===== src/rtl/tft_window_timing.sv =====
// Parametrised TFT timing generator: HSYNC/VSYNC/DE, BRAM coordinate issue, latency-aligned RGB, button-movable window mask.
// Optional 1-pixel all-ones ring around the window when TFT_WINDOW_BORDER_EN is defined.
module tft_window_timing #(
  parameter int H_ACTIVE = 480,
  parameter int H_FP     = 2,
  parameter int H_SYNC   = 41,
  parameter int H_BP     = 2,
  parameter int V_ACTIVE = 272,
  parameter int V_FP     = 2,
  parameter int V_SYNC   = 10,
  parameter int V_BP     = 2,
  parameter int SYNC_POL = 0,
  parameter int COLOR_W  = 8,
  parameter int PIX_LAT  = 2,
  parameter int WIN_W    = 64,
  parameter int WIN_H    = 64,
  parameter int STEP     = 4,
  parameter int DEB_CYC  = 16
) (
  input  logic                                                 CLK,
  input  logic                                                 RESET,
  input  logic [3:0]                                           PushButton,
  output logic [$clog2(H_ACTIVE+H_FP+H_SYNC+H_BP)-1:0]         hcnt,
  output logic [$clog2(V_ACTIVE+V_FP+V_SYNC+V_BP)-1:0]         vcnt,
  output logic                                                 pix_req,
  input  logic [COLOR_W-1:0]                                   BRAM_R,
  input  logic [COLOR_W-1:0]                                   BRAM_G,
  input  logic [COLOR_W-1:0]                                   BRAM_B,
  output logic                                                 Hsync,
  output logic                                                 Vsync,
  output logic                                                 DE_out,
  output logic [COLOR_W-1:0]                                   R,
  output logic [COLOR_W-1:0]                                   G,
  output logic [COLOR_W-1:0]                                   B,
  output logic [$clog2(H_ACTIVE)-1:0]                          win_x,
  output logic [$clog2(V_ACTIVE)-1:0]                          win_y
);
  localparam int H_TOTAL = H_ACTIVE + H_FP + H_SYNC + H_BP;
  localparam int V_TOTAL = V_ACTIVE + V_FP + V_SYNC + V_BP;
  localparam int HW = $clog2(H_TOTAL);
  localparam int VW = $clog2(V_TOTAL);
  localparam int XW = $clog2(H_ACTIVE);
  localparam int YW = $clog2(V_ACTIVE);
  localparam int DW = $clog2(DEB_CYC) + 1;
  localparam int X_MAX = H_ACTIVE - WIN_W;
  localparam int Y_MAX = V_ACTIVE - WIN_H;
  localparam logic SP = (SYNC_POL != 0);
  localparam int F_HS = 0, F_VS = 1, F_ACT = 2, F_IN = 3;

  if (WIN_W > H_ACTIVE) begin : g_bad_win_w
    $error("tft_window_timing: WIN_W must not exceed H_ACTIVE");
  end
  if (WIN_H > V_ACTIVE) begin : g_bad_win_h
    $error("tft_window_timing: WIN_H must not exceed V_ACTIVE");
  end
  if (PIX_LAT < 1 || PIX_LAT > 8) begin : g_bad_lat
    $error("tft_window_timing: PIX_LAT must be in 1..8");
  end

  always_ff @(posedge CLK) begin
    if (RESET) begin
      hcnt <= '0;
      vcnt <= '0;
    end else if (hcnt == HW'(H_TOTAL - 1)) begin
      hcnt <= '0;
      vcnt <= (vcnt == VW'(V_TOTAL - 1)) ? '0 : vcnt + VW'(1);
    end else begin
      hcnt <= hcnt + HW'(1);
    end
  end

  logic [31:0] h32, v32, wx32, wy32;
  logic        hs_raw, vs_raw, active_raw, inside_raw;
  assign h32  = 32'(hcnt);
  assign v32  = 32'(vcnt);
  assign wx32 = 32'(win_x);
  assign wy32 = 32'(win_y);

  assign hs_raw     = (h32 >= H_ACTIVE + H_FP) && (h32 < H_ACTIVE + H_FP + H_SYNC);
  assign vs_raw     = (v32 >= V_ACTIVE + V_FP) && (v32 < V_ACTIVE + V_FP + V_SYNC);
  assign active_raw = (h32 < H_ACTIVE) && (v32 < V_ACTIVE);
  assign inside_raw = (h32 >= wx32) && (h32 < wx32 + WIN_W) &&
                      (v32 >= wy32) && (v32 < wy32 + WIN_H);
  assign pix_req    = active_raw;

`ifdef TFT_WINDOW_BORDER_EN
  localparam int FW = 5;
  localparam int F_RING = 4;
  logic ring_raw;
  assign ring_raw = inside_raw && ((h32 == wx32) || (h32 == wx32 + WIN_W - 1) ||
                                   (v32 == wy32) || (v32 == wy32 + WIN_H - 1));
  logic [FW-1:0] flags_raw;
  assign flags_raw = {ring_raw, inside_raw, active_raw, vs_raw, hs_raw};
`else
  localparam int FW = 4;
  logic [FW-1:0] flags_raw;
  assign flags_raw = {inside_raw, active_raw, vs_raw, hs_raw};
`endif

  // Flags wait PIX_LAT cycles so they meet the BRAM data for the same pixel.
  logic [FW-1:0] flags_sr [PIX_LAT];
  logic [FW-1:0] flags_d;
  assign flags_d = flags_sr[PIX_LAT-1];

  logic [COLOR_W-1:0] r_next, g_next, b_next;
  always_comb begin
    r_next = '0;
    g_next = '0;
    b_next = '0;
    if (flags_d[F_ACT] && flags_d[F_IN]) begin
      r_next = BRAM_R;
      g_next = BRAM_G;
      b_next = BRAM_B;
    end
`ifdef TFT_WINDOW_BORDER_EN
    if (flags_d[F_ACT] && flags_d[F_RING]) begin
      r_next = '1;
      g_next = '1;
      b_next = '1;
    end
`endif
  end

  always_ff @(posedge CLK) begin
    if (RESET) begin
      for (int i = 0; i < PIX_LAT; i++) flags_sr[i] <= '0;
      Hsync  <= ~SP;
      Vsync  <= ~SP;
      DE_out <= 1'b0;
      R      <= '0;
      G      <= '0;
      B      <= '0;
    end else begin
      flags_sr[0] <= flags_raw;
      for (int i = 1; i < PIX_LAT; i++) flags_sr[i] <= flags_sr[i-1];
      Hsync  <= flags_d[F_HS] ? SP : ~SP;
      Vsync  <= flags_d[F_VS] ? SP : ~SP;
      DE_out <= flags_d[F_ACT];
      R      <= r_next;
      G      <= g_next;
      B      <= b_next;
    end
  end

  // Buttons: [0] up, [1] down, [2] left, [3] right.
  logic [3:0]    sync1, sync2, deb, rise, pend;
  logic [DW-1:0] stab [4];

  always_comb begin
    rise = '0;
    for (int b = 0; b < 4; b++)
      rise[b] = sync2[b] && !deb[b] && (stab[b] == DW'(DEB_CYC - 1));
  end

  always_ff @(posedge CLK) begin
    if (RESET) begin
      sync1 <= '0;
      sync2 <= '0;
      deb   <= '0;
      for (int b = 0; b < 4; b++) stab[b] <= '0;
    end else begin
      sync1 <= PushButton;
      sync2 <= sync1;
      for (int b = 0; b < 4; b++) begin
        if (sync2[b] == deb[b]) begin
          stab[b] <= '0;
        end else if (stab[b] == DW'(DEB_CYC - 1)) begin
          deb[b]  <= sync2[b];
          stab[b] <= '0;
        end else begin
          stab[b] <= stab[b] + DW'(1);
        end
      end
    end
  end

  // Moves land only at the first blanking line so a visible frame never sees the window shift.
  logic apply;
  assign apply = (hcnt == '0) && (vcnt == VW'(V_ACTIVE));

  always_ff @(posedge CLK) begin
    if (RESET) begin
      pend  <= '0;
      win_x <= XW'(X_MAX / 2);
      win_y <= YW'(Y_MAX / 2);
    end else begin
      pend <= (apply ? 4'b0000 : pend) | rise;
      if (apply) begin
        if (pend[2] && !pend[3])
          win_x <= (wx32 < STEP) ? '0 : win_x - XW'(STEP);
        else if (pend[3] && !pend[2])
          win_x <= (wx32 + STEP > X_MAX) ? XW'(X_MAX) : win_x + XW'(STEP);
        if (pend[0] && !pend[1])
          win_y <= (wy32 < STEP) ? '0 : win_y - YW'(STEP);
        else if (pend[1] && !pend[0])
          win_y <= (wy32 + STEP > Y_MAX) ? YW'(Y_MAX) : win_y + YW'(STEP);
      end
    end
  end
endmodule

===== config.mk =====
export PLATFORM = sky130hd
export DESIGN_NAME = tft_window_timing
export DESIGN_NICKNAME = d
export VERILOG_FILES = /design/src/rtl/tft_window_timing.sv
export SDC_FILE = /design/constraint.sdc
export NUM_CORES = 1
export LEC_CHECK = 0
export CAP_MARGIN = 30
export CELL_PAD_IN_SITES_DETAIL_PLACEMENT = 1
export CELL_PAD_IN_SITES_GLOBAL_PLACEMENT = 1
export CORE_MARGIN = 10
export CORE_UTILIZATION = 30
export CTS_BUF_LIST = sky130_fd_sc_hd__clkbuf_4 sky130_fd_sc_hd__clkbuf_8 sky130_fd_sc_hd__clkbuf_16
export DETAILED_ROUTE_END_ITERATION = 10
export PLACE_DENSITY_LB_ADDON = 0.2
export SYNTH_ARGS = -nofsm -noshare
export SYNTH_HDL_FRONTEND = slang
export SYNTH_SLANG_ARGS = --single-unit
export TNS_END_PERCENT = 1

===== constraint.sdc =====
create_clock -name CLK -period 3 [get_ports CLK]
set_input_delay 0.6 -clock CLK [delete_from_list [all_inputs] [get_ports CLK]]
set_output_delay 0.6 -clock CLK [all_outputs]
set_load 0.01 [all_outputs]

==> metrics.yaml <==
status: "finished, final reports clean"
place.gp.congestion: 0.806
drtIter0Drc: 199
hold_viol: 0
min-delay-path-class: "reg -> reg"
top_usage_layer: "met2"
fillers: 2078
syn_avg_cell_area_um2: 9.20
met2_usage_pct: 23.8
hpwl_um: 12600
synthTopCellsByCount: "dfxtp_1 (84), nor2_1 (61), ha_1 (54), inv_1 (43), and3_1 (38)"
hp-start: "flags_sr[0][4]$_SDFF_PP0_"
reg2reg_from: "win_x[2]$_SDFFE_PP0P_"
synth_area_leaders: "dfxtp_1 (30%), ha_1 (12%), edfxtp_1 (11%)"
p_per_area_nw_per_um2: 403
max-vdd-ir-drop_mv: 0.250
period_share_pct: 92.2
cts_hold_buffers: 0
die_area_um2: 24400
design_area_um2: 7030
drt_pre_antenna_iters: 4
worstPathMaxFanout: 7
clk_pin_slew_ns: 0.09
rsz0062_at_grt: "false"
synth_area_leader_cell: "dfxtp_1"
endpoint_kind: "output port"
tightest_slew_ns: 0.780
drive_above_1_share_pct: 4.67
grt-ovfl-total: 0
cts_sinks: 104
hold_path_depth: 1
tns_ns: 0
routed_wirelength_um: 16500
hold_ws_ns: 0.377
post-route-min-period_ns: 2.77
nets: 786
portBuffers: 90
via_per_inst: 5.04
ant_nets: 0
ys_warn_count: 0
setup.worst_path.start_class: "flop"
critical_path_class: "reg -> out"
grt_pass1_wl_um: 26800
diodes: 0
grt_antenna_before_repair: 0
vias: 4714
die_y_um: 156
grtUsageMet3_pct: 3.12
max-cap-violations: 0
post_cts_buffers: 0
fin_skew_ns: 0.0128
synth_edf_count: 20
r2r_cells: 7
arrival_ns: 2.17
regArea_um2: 2280
synth_top_area_share_pct: 30.2
seq_area_frac_synth_pct: 41.1
initial_utilization_pct: 30.7
ys_ff_latch: 104
regToRegSetupSlack_ns: 0.39
num_rows: 49
crit_required_ns: 2.40
multi_input_area_um2: 3040
syn_to_final_growth_pct: 26.4
synthArstFlopShare_pct: 0
hold_end: "Hsync$_SDFF_PP1_"
ys_types: 66
setup_violations: 0
clock_path_buffers: 2
clock_latency_ns: 0.36
grt_pass1_vias: 4949
synthCells: 604
wl_per_cell_um: 17.6
synth.cell_area_um2: 5560
cts_resized: 0
cts_made_buffers: 9
final-max-slew-violation-count: 0
grt_use_total_pct: 13.6
grt_max_degree: 25
io_pins: 95
fmax_mhz: 362
h-tree-depth: 3
drc: 0
grtUsageMet1_pct: 16.2
reg2reg_to: "win_x[2]$_SDFFE_PP0P_"
synth_ff_type: "dfxtp_1"
cts_tree: "yes"
slew-limit-headroom_pct: 47.9
cts_root_buf: "clkbuf_16"
p_leak_nw: 2.86
core_area_um2: 18100
synth.most_common_cell: "dfxtp_1"
placed_area_um2: 6710
die_x_um: 156
==> worst max-delay path by stage <==
| stage | start | end | slack, ns | depth (start not counted) |
|---|---|---|---|---|
| 2_1_floorplan | win_x[3]$_SDFFE_PP0P_ | win_x[2]$_SDFFE_PP0P_ | 0.70 | 8 |
| 3_3_place_gp | win_x[2]$_SDFFE_PP0P_ | win_x[2]$_SDFFE_PP0P_ | 0.54 | 7 |
| 3_5_place_dp | win_x[2]$_SDFFE_PP0P_ | win_x[2]$_SDFFE_PP0P_ | 0.45 | 7 |
| 4_1_cts | vcnt[5]$_SDFFE_PP0P_ | pix_req | 0.18 | 3 |
| 5_1_grt | win_x[2]$_SDFFE_PP0P_ | win_x[2]$_SDFFE_PP0P_ | 0.03 | 7 |
| 6_report | vcnt[5]$_SDFFE_PP0P_ | pix_req | 0.23 | 3 |
==> metrics by stage <==
stage	util [%]	total power, W	cells	setup WS, ns
after floorplan	-	0.00156	626	0.704
after global placement	37.0	0.00162	919	0.540
after detailed placement	37.1	0.00162	920	0.447
after CTS	38.8	0.00288	936	0.178
after global routing	38.8	0.00295	936	0.0283
final	38.8	0.00283	936	0.235
==> flip-flops by register name, indices dropped and copies added, names as in the netlist <==
signal    cells
win_x         7
Hsync         1
B             8
pend          4
flags_sr      8
Vsync         1
sync1         4
sync2         4
hcnt         10
deb           4
G             8
DE_out        1
win_y         7
vcnt          9
stab         20
R             8
==> cells in the final DEF (no fill, tap or decap), types with 4 or more instances in the layout <==
cell type / n
clkdlybuf4s50_1: 89
dfxtp_1: 84
nor2_1: 61
ha_1: 54
inv_1: 43
and3_1: 38
nand2_1: 27
a21oi_1: 26
nand3_1: 24
conb_1: 24
edfxtp_1: 20
o21ai_0: 19
xnor2_1: 17
nor2b_1: 16
xor2_1: 13
a31oi_1: 12
nand4_1: 10
nor3_1: 10
or3_1: 9
clkbuf_16: 9
o211ai_1: 8
a22oi_1: 5
nor4_1: 5
o311ai_0: 4
o21a_1: 4
a21o_1: 4
a211oi_1: 4
buf_4: 4
==> layout make-up <==
cell class / instances / share of cell area [%]
multi-input cells: 449 / 43.3
flip-flops and latches: 104 / 32.5
repair buffers: 95 / 13.3
well taps: 229 / 4.08
clock buffers: 9 / 3.21
inverters: 43 / 2.30
clock inverters: 7 / 1.30
==> report_power, final <==
group	total (W)	switching, W	internal (W)
combinational	0.000130	0.0000631	0.0000670
clock	0.00124	0.000637	0.000606
sequential	0.00146	0.0000169	0.00144
==> critical path, stage by stage, from the launching register on <==
cell and delay, ns:
dfxtp_1 0.40, o41ai_1 0.58, and3b_1 0.28, clkdlybuf4s50_1 0.55
==> cells by family (layout without fill, tap and decap cells) <==
family                     after synthesis  in the layout  synth area share [%]
AOI/OAI and AO/OA                      111            111                  13.3
xor gates and xnor gates                30             30                  4.73
adders and majority gates               54             54                  12.2
buffers and inverters                   73            154                  5.72
DFF                                    104            104                  41.1
muxes                                    2              2                 0.360
other                                    2             24                 0.135
and+or+nand+nor                        228            228                  22.6
==> routing by layer <==
metal / vias to the layer above / wire length, um / part of all wire, %
met3: 15 / 627 / 3.8
met4: 0 / 225 / 1.4
met1: 2300 / 7230 / 44
met2: 68 / 8400 / 51
met5: - / 0 / 0
li1: 2331 / - / -
Power figures use the tool's default switching activity.
==> edit 1 (config.mk and constraints unchanged) <==
Build with the macro `TFT_WINDOW_BORDER_EN` defined.
--- a/src/rtl/tft_window_timing.sv
+++ b/src/rtl/tft_window_timing.sv
@@ -1,5 +1,7 @@
 // Parametrised TFT timing generator: HSYNC/VSYNC/DE, BRAM coordinate issue, latency-aligned RGB, button-movable window mask.
 // Optional 1-pixel all-ones ring around the window when TFT_WINDOW_BORDER_EN is defined.
+`define TFT_WINDOW_BORDER_EN
+
 module tft_window_timing #(
   parameter int H_ACTIVE = 480,
   parameter int H_FP     = 2,
Check against the original RTL: no difference found for any inputs over 10 cycles, from zero or initial values and one cycle with RESET high; that may be too few to reach the edited logic, so the function may still have changed.
==> edit 1 against the unedited design <==
  * Total power rose by 1.8%
  * Setup slack improved by 0.12 ns
  * Final area rose by 9.6%
  * Critical path type is now reg -> reg
  * Utilization fell by 0.67 points
  * Synthesized area rose by 11%
  * Sequential cell count rose by 2
  * Wire length rose by 8.0%
==> edit 1: results (changes against the unedited design) <==
- Worst EP arrival: 2.87 ns (+0.70 ns)
* Detailed-route vias per instance: 4.943 (-1.8%)
* Fraction of final layout cells sized beyond drive strength 1: 5.342% (+0.67 points)
- Leakage power summed over all cells: 2.916 nW (+2.1%)
- Master of the slowest instance on the critical path: dfxtp_1
- Detailed placement HPWL: 13770 µm (+9.3%)
- Slack of the worst reg-to-reg path: 0.35 ns (-0.04 ns)
- Maximum number of pins on one net before global-route repair: 32 (+28%)
* Number of different library cells in the post-synthesis netlist: 69 (+4.5%)
- The deepest level of the CTS H-tree is 3 (unchanged).
* Grt met3 use: 3.071% (-0.045 points)
- The worst hold margin is 0.3819 ns (+0.004515 ns).
- Register-to-Register Path Depth: 8 (+1)
* Post-cts repair resize count: 0 (unchanged)
* Final antenna diode count: 0 (unchanged)
* Total Routing Usage GR: 13.45% (-0.16 points)
* FILL cells: 2377 (+14%)
* GPL Wtd Cong: 0.8266 (+2.5%)
* Biggest cell delay along the critical path: 0.63 ns (+0.05 ns)
- Reg-to-reg endpoint: flags_sr[0][4]$_SDFF_PP0_
* Highest signal layer in the routed design: met4
- Met1 Track Usage GR: 15.89% (-0.33 points)
- The min-delay analysis places its worst path in the category reg -> reg.
* First-pass GRT wire length: 29350 µm (+9.3%)
- The post-route met1 wirelength is 7973 µm (+10%).
- The count of max-cap constraint violations came to 0 (unchanged).
- The setup skew after layout came to 0.005716 ns (-0.007119 ns).
* Status: complete, no violations
- Via count of the first global-routing pass: 5624 (+14%)
- The root buffer cell chosen for the clock tree is clkbuf_16.
- Largest registers: stab: 20 flops, flags_sr: 10 flops, hcnt: 10 flops
* Worst IR Drop VDD: 0.2756 mV (+10%)
* Family with the most delay on the worst path: compound AO/OA/AOI/OAI gates
- Actual transition at the worst max-transition pin: 0.8447 ns (+0.06444 ns)
- Startpoint of the tightest hold check path: flags_sr[0][6]$_SDFF_PP0_
- Net count reported at finish: 888 (+13%)
* Number of antenna violations at the first check in global routing: 0 (unchanged)
* Worst Hold Path EP: Vsync$_SDFF_PP1_
* Met2 wirelength from detailed routing: 8823 µm (+5.0%)
- Portion of the post-synthesis area used by sequential elements: 37.80% (-3.3 points)
- The detailed-router iteration count before antenna repair was 4 (unchanged).
- By count the netlist is led by 86 x dfxtp_1, 65 x nor2_1, 58 x ha_1.
- Sorting the synthesized cells by area gives the leading types as dfxtp_1 28%, ha_1 12%, edfxtp_1 9.8%, xnor2_1 5.1%, nor2_1 4.0%.
- Crit path max fanout: 15 (+8)
- Type of element capturing the critical path: flip-flop
- Wire length on met3: 778 µm (+24%)
* Source of the critical timing path: win_x[2]$_SDFFE_PP0P_
- Global Route met2 Usage: 23.80% (about the same)
- Number of cells traversed by the worst hold path: 1 (unchanged)
- Wire per inst: 16.56 µm (-6.0%)
- Drt initial violations: 237 (+19%)
==> edit 1: cell count changes in the layout (fill, tap and decap cells not counted), moves of 6 or more <==
| cell | unedited run | this run |
|---|---|---|
| and3_1 | 38 | 14 |
| nand2_1 | 27 | 57 |
| a21oi_1 | 26 | 45 |
| o21ai_0 | 19 | 33 |
| xnor2_1 | 17 | 36 |
| inv_1 | 43 | 49 |
| o211ai_1 | 8 | 2 |
| buf_4 | 4 | 13 |
==> edit 1: where the power goes <==
part	switching [W]	leakage, nW	internal [W]
sequential	0.0000168	0.902	0.00147
clock	0.000575	0.160	0.000687
combinational	0.0000672	1.85	0.0000687
total	0.000659	2.92	0.00223
==> edit 1: stage by stage <==
| stage | setup slack, ns | cells | instance area [µm²] |
|---|---|---|---|
| 4_1_cts | 0.3381 | 1075 | 7700 |
| 5_1_grt | 0.1576 | 1075 | 7700 |
| 3_5_place_dp | 0.4136 | 1059 | 7377 |
| 6_report | 0.3531 | 1075 | 7700 |
| 2_1_floorplan | 0.5837 | 726 | 6226 |
| 3_3_place_gp | 0.5655 | 1059 | 7377 |
==> edit 1: cell type report <==
class / count / area [µm²] / share of cell area, %
well taps: 270 / 337.8 / 4.387
clock inverters: 4 / 40.04 / 0.5200
flip-flops and latches: 106 / 2322 / 30.16
clock buffers: 12 / 282.8 / 3.672
inverters: 51 / 191.4 / 2.486
repair buffers: 103 / 993.5 / 12.90
multi-input cells: 529 / 3532 / 45.87
==> edit 1: logic make-up after synthesis <==
logic type	share of synthesized area, %
mux	0.4888
buf+inv	6.049
compound gates	15.19
xor+xnor	7.413
flops	37.80
other cells	0.1222
fa+ha+maj	11.81
simple gates	21.12
==> edit 2 (same flow settings) <==
Made on the original files. The output `B` loses its register stage (`B` becomes a continuous assignment).
--- a/src/rtl/tft_window_timing.sv
+++ b/src/rtl/tft_window_timing.sv
@@ -129,7 +129,6 @@
       DE_out <= 1'b0;
       R      <= '0;
       G      <= '0;
-      B      <= '0;
     end else begin
       flags_sr[0] <= flags_raw;
       for (int i = 1; i < PIX_LAT; i++) flags_sr[i] <= flags_sr[i-1];
@@ -138,9 +137,10 @@
       DE_out <= flags_d[F_ACT];
       R      <= r_next;
       G      <= g_next;
-      B      <= b_next;
-    end
-  end
+    end
+  end
+
+  assign B = b_next;
 
   // Buttons: [0] up, [1] down, [2] left, [3] right.
   logic [3:0]    sync1, sync2, deb, rise, pend;
Function: same outputs for any inputs over 10 cycles, from zero or initial values and one cycle with RESET high; that may be too few to reach the edited logic, so the function may still have changed.
==> edit 2 against the unedited design <==
  * Worst hold slack better by 0.0061 ns
  * First-iteration DRC count is 4.0% lower
  * Count of clock-buffer cells in the layout rose by 3
  * Synthesized area is 5.2% lower
  * Wire length decreased by 8.6%
  * Total power down 5.8%
  * Combinational power is 3% lower
  * Final area down 3.3%
  * Sequential share of layout area decreased by 1.3 points
  * Setup slack better by 0.071 ns
  * Sequential cell count shrank 8
  * Global-route usage down 0.74 points
  * Die area down 4.5%
  * Fmax grew 2.6%
  * Largest cell class unchanged
==> edit 2: results (changes against the unedited design) <==
- The setup skew after layout was 0.009211 ns (-0.003624 ns).
* Maximum number of pins on one net before global-route repair: 41 (+64%)
- In this run the critical register-to-register path is launched from win_x[7]$_SDFFE_PP1P_.
* Biggest cell delay along the critical path: 0.56 ns (-0.02 ns)
* Share of cell area taken by flip-flops and latches: 31.23% (-1.3 points)
- Worst EP arrival: 2.09 ns (-0.08 ns)
- Wire per inst: 16.25 µm (-7.7%)
- Number of different library cells in the post-synthesis netlist: 59 (-11%)
* Pre-CTS WS: 0.5713 ns (+0.1238 ns)
- The layout inverter count without the clock tree is 46 (+7.0%).
- Largest cells by area after synthesis: dfxtp_1 29%, ha_1 13%, edfxtp_1 11%, nor2_1 4.4%, inv_1 3.2%
- The worst voltage drop across the vdd grid is 0.2529 mV (+1.2%).
- Portion of the post-synthesis area used by sequential elements: 40.25% (-0.81 points)
- Count of non-CTS buffers in the layout: 96 (+1.1%)
- The cell family contributing the most delay on the critical path is buffers and inverters.
- Switching component of the power: 0.0006095 W (-15%)
* Fraction of final layout cells sized beyond drive strength 1: 3.846% (-0.82 points)
- The setup slack after layout came to 0.3056 ns (+0.07094 ns).
- The total via count in the routed design came to 4581 (-2.8%).
- The placer congestion estimate is 0.8113 (+0.61%).
* Source of the critical timing path: vcnt[4]$_SDFFE_PP0P_
* Reg-to-reg endpoint: flags_sr[0][3]$_SDFF_PP0_
- The worst hold margin was 0.3835 ns (+0.006099 ns).
- The layout buffering overhead excluding clock cells was 14.11% (+0.77 points).
- Crit path max fanout: 8 (+1)
- Clock Buffer Count: 12 (+3)
* First-pass GRT wire length: 25050 µm (-6.7%)
- The flow ran to the end, and the final reports show no timing, DRC or antenna violations.
* Net count reported at finish: 781 (-0.64%)
- Clock tree cell share of total cell area: 4.494% (-0.012 points)
* Cell area reported after detailed placement: 0.006489 mm² (-3.3%)
* FILL cells: 2000 (-3.8%)
- Slack of the worst reg-to-reg path: 0.55 ns (+0.16 ns)
- The number of multi-input combinational cells in the layout is 448 (-0.22%).
* Total Routing Usage GR: 12.86% (-0.74 points)
[edit 2: changes by cell type after synthesis, moves of 5 or more]
cell / delta
and2_1: +16
nand2_1: +11
a211oi_1: +5
dfxtp_1: -8
and3_1: -17
clkbuf_1: -6
a31oi_1: -6
nand3_1: -5
[edit 2: cell families (layout without fill, tap and decap cells)]
kind of cell | Yosys count | in the layout | synth area share [%]
flip-flops | 96 | 96 | 40.25
AND/OR/NAND/NOR | 227 | 227 | 22.28
buffers and inverters | 70 | 158 | 5.410
other | 2 | 24 | 0.1424
adder cells (fa/ha/maj) | 54 | 54 | 12.81
XOR/XNOR | 30 | 30 | 4.983
multiplexers | 1 | 1 | 0.1899
AO/OA/AOI/OAI | 112 | 112 | 13.93
[edit 2: layer usage]
metal,global-route usage (%),routed length (µm),vias to the layer above
li1,-,-,2277
met1,14.51,6569,2234
met2,22.77,7590,61
met3,4.008,765,9
met4,3.542,142,0
met5,0,0,-
